===== src/rtl/fifo_pkg.sv =====
// ============================================================================
// Module : fifo_pkg
// Brief  : Shared default sizing constants for the modport FIFO slice.
// Rev    : 1.0
// ============================================================================
`default_nettype none

package fifo_pkg;
  localparam int DEF_ADDR_WIDTH = 5;
  localparam int DEF_DATA_WIDTH = 8;
  localparam int DEF_DEPTH      = 2 ** DEF_ADDR_WIDTH;
endpackage

`default_nettype wire


===== src/rtl/modport_fifo_if.sv =====
// ============================================================================
// Module : modport_fifo_if
// Brief  : FIFO access bus; the master drives requests, the FIFO is the slave.
// Rev    : 1.0
// ============================================================================
`default_nettype none

interface modport_fifo_if
  import fifo_pkg::*;
#(
  parameter int DATA_WIDTH = DEF_DATA_WIDTH
) ();
  logic                  Wr_enable;
  logic                  Read_enable;
  logic [DATA_WIDTH-1:0] data_in;
  logic [DATA_WIDTH-1:0] data_out;
  logic                  full;
  logic                  empty;

  modport master (
    output Wr_enable,
    output Read_enable,
    output data_in,
    input  data_out,
    input  full,
    input  empty
  );

  modport slave (
    input  Wr_enable,
    input  Read_enable,
    input  data_in,
    output data_out,
    output full,
    output empty
  );
endinterface

`default_nettype wire


===== src/rtl/fifo_mem.sv =====
// ============================================================================
// Module : fifo_mem
// Brief  : Simple dual-port RAM, synchronous write and registered read port.
// Rev    : 1.0
// ============================================================================
`default_nettype none

module fifo_mem
  import fifo_pkg::*;
#(
  parameter int ADDR_WIDTH = DEF_ADDR_WIDTH,
  parameter int DATA_WIDTH = DEF_DATA_WIDTH,
  parameter int DEPTH      = 2 ** ADDR_WIDTH
) (
  input  wire logic                  clk,
  input  wire logic                  rst,
  input  wire logic                  i_wr_en,
  input  wire logic [ADDR_WIDTH-1:0] i_wr_addr,
  input  wire logic [DATA_WIDTH-1:0] i_wr_data,
  input  wire logic                  i_rd_en,
  input  wire logic [ADDR_WIDTH-1:0] i_rd_addr,
  output logic      [DATA_WIDTH-1:0] o_rd_data
);

  logic [DATA_WIDTH-1:0] r_mem [DEPTH];
  logic [DATA_WIDTH-1:0] r_rd_data;

  // Storage has no reset; only the read register is cleared.
  always_ff @(posedge clk) begin
    if (i_wr_en) begin
      r_mem[i_wr_addr] <= i_wr_data;
    end
  end

  // Same-address read/write returns the old word (needed when full).
  always_ff @(posedge clk) begin
    if (rst) begin
      r_rd_data <= '0;
    end else if (i_rd_en) begin
      r_rd_data <= r_mem[i_rd_addr];
    end
  end

  assign o_rd_data = r_rd_data;

endmodule

`default_nettype wire


===== src/rtl/modport_fifo.sv =====
// ============================================================================
// Module : modport_fifo
// Brief  : Synchronous FIFO with pointer/flag control and a modport bus.
// Rev    : 1.0
// ============================================================================
`default_nettype none

module modport_fifo
  import fifo_pkg::*;
#(
  parameter int ADDR_WIDTH = DEF_ADDR_WIDTH,
  parameter int DATA_WIDTH = DEF_DATA_WIDTH,
  parameter int fifo_size  = 2 ** ADDR_WIDTH
) (
  input  wire logic          clk,
  input  wire logic          reset,
  modport_fifo_if.slave      bus
);

  localparam logic [ADDR_WIDTH:0] c_ptr_one = {{ADDR_WIDTH{1'b0}}, 1'b1};

  logic [ADDR_WIDTH:0] r_wr_ptr;
  logic [ADDR_WIDTH:0] r_rd_ptr;
  logic                w_empty;
  logic                w_full;
  logic                w_rd_acc;
  logic                w_wr_acc;

  assign w_empty = (r_wr_ptr == r_rd_ptr);
  assign w_full  = (r_wr_ptr[ADDR_WIDTH-1:0] == r_rd_ptr[ADDR_WIDTH-1:0]) &&
                   (r_wr_ptr[ADDR_WIDTH] != r_rd_ptr[ADDR_WIDTH]);

  // A full FIFO still takes a write when a read frees a slot on the same edge.
  assign w_rd_acc = !reset && bus.Read_enable && !w_empty;
  assign w_wr_acc = !reset && bus.Wr_enable && (!w_full || w_rd_acc);

  always_ff @(posedge clk) begin
    if (reset) begin
      r_wr_ptr <= '0;
      r_rd_ptr <= '0;
    end else begin
      if (w_wr_acc) begin
        r_wr_ptr <= r_wr_ptr + c_ptr_one;
      end
      if (w_rd_acc) begin
        r_rd_ptr <= r_rd_ptr + c_ptr_one;
      end
    end
  end

  fifo_mem #(
    .ADDR_WIDTH (ADDR_WIDTH),
    .DATA_WIDTH (DATA_WIDTH),
    .DEPTH      (fifo_size)
  ) u_mem (
    .clk       (clk),
    .rst       (reset),
    .i_wr_en   (w_wr_acc),
    .i_wr_addr (r_wr_ptr[ADDR_WIDTH-1:0]),
    .i_wr_data (bus.data_in),
    .i_rd_en   (w_rd_acc),
    .i_rd_addr (r_rd_ptr[ADDR_WIDTH-1:0]),
    .o_rd_data (bus.data_out)
  );

  assign bus.empty = w_empty;
  assign bus.full  = w_full;

endmodule

`default_nettype wire


===== src/flat_wrapper.sv =====
// flat-port wrapper written by rule: the top's interface ports become plain ports
module modport_fifo_flat import fifo_pkg::*;
#(
  parameter int ADDR_WIDTH = DEF_ADDR_WIDTH,
  parameter int DATA_WIDTH = DEF_DATA_WIDTH,
  parameter int fifo_size  = 2 ** ADDR_WIDTH
)
  (clk, reset, bus_Wr_enable, bus_Read_enable, bus_data_in, bus_data_out, bus_full, bus_empty);
  modport_fifo_if #(.DATA_WIDTH(DATA_WIDTH)) bus_i ();
  input  wire logic clk;
  input  wire logic reset;
  input wire logic [$bits(bus_i.Wr_enable)-1:0] bus_Wr_enable;
  input wire logic [$bits(bus_i.Read_enable)-1:0] bus_Read_enable;
  input wire logic [$bits(bus_i.data_in)-1:0] bus_data_in;
  output wire logic [$bits(bus_i.data_out)-1:0] bus_data_out;
  output wire logic [$bits(bus_i.full)-1:0] bus_full;
  output wire logic [$bits(bus_i.empty)-1:0] bus_empty;
  assign bus_i.Wr_enable = bus_Wr_enable;
  assign bus_i.Read_enable = bus_Read_enable;
  assign bus_i.data_in = bus_data_in;
  assign bus_data_out = bus_i.data_out;
  assign bus_full = bus_i.full;
  assign bus_empty = bus_i.empty;
  modport_fifo #(.ADDR_WIDTH(ADDR_WIDTH), .DATA_WIDTH(DATA_WIDTH), .fifo_size(fifo_size)) u_core (.clk(clk), .reset(reset), .bus(bus_i));
endmodule

===== config.mk =====
export PLATFORM = sky130hd
export DESIGN_NAME = modport_fifo_flat
export DESIGN_NICKNAME = d
export VERILOG_FILES = /design/src/rtl/fifo_pkg.sv /design/src/rtl/modport_fifo_if.sv /design/src/rtl/fifo_mem.sv /design/src/rtl/modport_fifo.sv /design/src/flat_wrapper.sv
export SDC_FILE = /design/constraint.sdc
export NUM_CORES = 1
export LEC_CHECK = 0
export CAP_MARGIN = 10
export CORE_AREA = 2 2 132 134
export DETAILED_ROUTE_END_ITERATION = 7
export DIE_AREA = 0 0 134 136
export PLACE_DENSITY = 0.83
export SETUP_SLACK_MARGIN = 0.5
export SKIP_CTS_REPAIR_TIMING = 1
export SYNTH_ARGS = -nofsm -noshare
export SYNTH_HDL_FRONTEND = slang
export SYNTH_SLANG_ARGS = --single-unit
export TNS_END_PERCENT = 1

===== constraint.sdc =====
create_clock -name clk -period 3.9 [get_ports clk]
set_clock_uncertainty 0.2 [all_clocks]
set_input_delay 0.78 -clock clk [delete_from_list [all_inputs] [get_ports clk]]
set_output_delay 0.78 -clock clk [all_outputs]
set_load 0.05 [all_outputs]

==> key figures <==
Synth
  • Mapped Avg Cell Area: 18.80 sq um
  • Ranking of synthesized cells by area: edfxtp_1, mux4_2, dfxtp_1, mux2i_1, nor2_1
  • Flops & latches, synth: 276
  • Synth warn: 0
  • Synthesized cell area: 10900 sq um
  • Top FF cell, synth: edfxtp_1
  • Async set-reset flop share out of synthesis: 0%
  • Leading area contributor after synthesis: edfxtp_1
  • Syn_nets: 597
  • Gate count of the mapped netlist: 580
  • Area share of the largest cell type after synthesis: 70.52%
  • Number of distinct library cells after synthesis: 45
  • Post-synthesis sequential area ratio: 74.19%
  • Number of synthesized flops with an enable pin: 256

Placement
  • Post-DP HPWL: 13.42 mm
  • IO Port Bufs: 21
  • Placed Instance Area: 11410 sq um
  • Dpl cells: 819
  • Placer Congestion: 0.9017

Worst setup path
  • RR Startpoint: u_core.r_rd_ptr[3]
  • Critical path startpoint: u_core.r_rd_ptr[3]
  • Worst reg-to-reg setup slack: 0.83 ns
  • WP data required: 2.92 ns
  • CP Capture Type: output pin
  • R2r worst-path depth: 5
  • Crit Path Class: flop to output pin
  • Worst path slowest cell: dfxtp_1
  • CP Max Fanout: 10
  • CP peak stage delay: 0.69 ns
  • R2r endpoint: u_core.u_mem.r_mem[20][0]
  • Top Family by Delay on Critical Path: flip-flops
  • Startpoint class of the critical path: flop
  • CP bufs+invs: 1
  • Crit path DAT: 2.25 ns
  • Critical-path cell list: xnor2_1 > nand3_2 > or2_1 > nor2_1 > buf_4

Detailed routing
  • Pre-antenna DRT Iters: 5
  • Initial DRC count: 862
  • DRT met1 WL: 8.652 mm
  • Routed vias/inst: 6.615
  • WL met2: 11.86 mm
  • DRC Markers: 0
  • Final WL: 23.16 mm
  • Met3 WL: 1.946 mm
  • Post-DR wirelength/cell: 26.74 microns
  • Vias: 5729
  • Final antenna-violating net count: 0
  • Max layer used: met4

Timing
  • Relative slew margins: 44.08%
  • Final hold vios: 0
  • Min cycle time layout: 3.229 ns
  • Setup Viol. Count Final: 0
  • Fin. max-slew vios: 0
  • RSZ-0062 raised after global routing: false
  • Total negative slack: 0 ns
  • Slew of the pin with the lowest slew margin: 0.8357 ns
  • Max Clk Rate: 0.3097 GHz
  • Final hold slack: 0.3262 ns
  • Period utilization: 82.79%

Floorplanning
  • Die height: 136 microns
  • CORE AREA: 16880 sq um
  • IO Pins: 22
  • Initial Util: 64.60%
  • Die Wd: 134 microns
  • Die area: 18220 sq um
  • Std-Cell Rows: 48

Power and ir drop
  • Worst VDD drop: 494.9 uV
  • Power per Cell Area: 531.1 nW/um^2
  • Total power: 6.511 mW
  • Pleak: 3.762 nW

CTS
  • CTS tree: done
  • CTS Root Cell: clkbuf_16
  • Clock slew at reported path FFs: 0.07 ns
  • H-tree lvl count: 1
  • Clock buffer depth: 3
  • Clock buffer count from CTS: 26
  • Clk sinks: 276
  • Skew-Pair Late Insertion Delay: 0.54 ns

GRT
  • Overflow after GRT: 0
  • GRT Total Usage: 26.64%
  • First-pass GRT wire length: 35.25 mm
  • Vias in the first global route: 5729
  • Largest net degree at the start of global routing: 54
  • Initial antenna violation count: 0

Layout
  • Fill count: 924
  • Design area: 12260 sq um
  • Nets@finish: 639
  • Final cell count without fillers: 866
  • Ant. Diodes: 0
  • Layout area overhead: 12.45%
  • Share of layout cells above drive strength 1: 19.97%

Min path
  • Hold crit path type: flop to flop
  • Min-delay src: u_core.u_mem.o_rd_data[2]
  • Hold Crit Depth: 1
  • Hold worst-path end: u_core.u_mem.o_rd_data[2]

Run status
  • Status: complete, no violations

Job
  • Max-cap viol count: 0
==> cell usage after synthesis, drive strengths merged, types with 9 or more instances <==
cell type	instances
mux2i	34
mux4	48
buf	23
nor2	45
nand2	24
o22ai	9
dfxtp	20
edfxtp	256
a22oi	16
a21oi	14
clkbuf	10
==> layout make-up <==
cell class / count / area (sq um) / area share, %
clock buffer: 31 / 690.7 / 5.634
clock inverter: 16 / 157.7 / 1.286
inverter: 4 / 15.01 / 0.1225
multi-input combinational: 267 / 2618 / 21.35
sequential: 276 / 8097 / 66.04
tap: 225 / 281.5 / 2.296
timing repair buffer: 47 / 400.4 / 3.266
==> cell families (layout without fill, tap and decap cells) <==
family                   count (synthesis)  in the layout  synth area share [%]
flip-flops                             276            276                 74.19
buffers and inverters                   37             98                 1.802
AND/OR/NAND/NOR                         97             97                 4.086
XOR/XNOR                                10             10                0.8723
multiplexers                            82             82                 13.04
adder cells (fa/ha/maj)                  5              5                0.5739
AO/OA/AOI/OAI                           73             73                 5.440
==> how the worst max path moves through the flow <==
stage / end / slack, ns / depth (start not counted)
2_1_floorplan: bus_empty / 1.21 / 5
3_3_place_gp: u_core.u_mem.r_mem[8][2] / 0.60 / 4
3_5_place_dp: u_core.u_mem.r_mem[17][5] / 0.45 / 4
4_1_cts: bus_empty / 0.40 / 5
5_1_grt: bus_empty / 0.59 / 5
6_report: bus_empty / 0.67 / 5
==> placed cells by master (no fill, tap or decap), types with 3 or more instances in the layout <==
| master | count |
|---|---|
| clkinvlp_4 | 3 |
| mux2i_1 | 34 |
| a211oi_1 | 3 |
| clkdlybuf4s50_1 | 19 |
| inv_1 | 4 |
| nand2_1 | 23 |
| buf_4 | 28 |
| or3_1 | 6 |
| a21oi_1 | 14 |
| xor2_1 | 3 |
| nor2_1 | 45 |
| a32o_1 | 8 |
| ha_1 | 5 |
| o22ai_1 | 9 |
| mux4_2 | 48 |
| dfxtp_1 | 17 |
| a211oi_2 | 5 |
| a22oi_1 | 16 |
| nand3_1 | 6 |
| o21ai_0 | 4 |
| clkbuf_16 | 27 |
| o221ai_1 | 8 |
| edfxtp_1 | 256 |
| xnor2_1 | 6 |
| clkbuf_1 | 4 |
| bufinv_16 | 3 |
| clkinv_1 | 7 |
==> sequential cells by signal (all words and copies together) (netlist names) <==
signal,cells
u_core.u_mem.r_mem,256
u_core.u_mem.o_rd_data,8
u_core.r_rd_ptr,6
u_core.r_wr_ptr,6
==> power by group <==
group	leakage, nW	switching (mW)	internal, mW
Clock	0.403	1.05	1.46
Combinational	0.892	0.366	0.305
Sequential	2.47	0.0668	3.26
==> routing by layer <==
layer	global-route usage (%)	vias to the layer above
met5	0	-
met4	9.929	0
met3	4.400	45
met2	43.90	312
met1	36.65	2943
li1	-	2429
==> metrics by stage <==
step	setup slack (ns)	util (%)
floorplan	1.212	-
global placement	0.6030	67.61
detailed placement	0.4518	67.61
CTS	0.4041	72.63
global route	0.5916	72.64
finish	0.6710	72.64
Note: power is estimated with default switching activity, not from simulation.
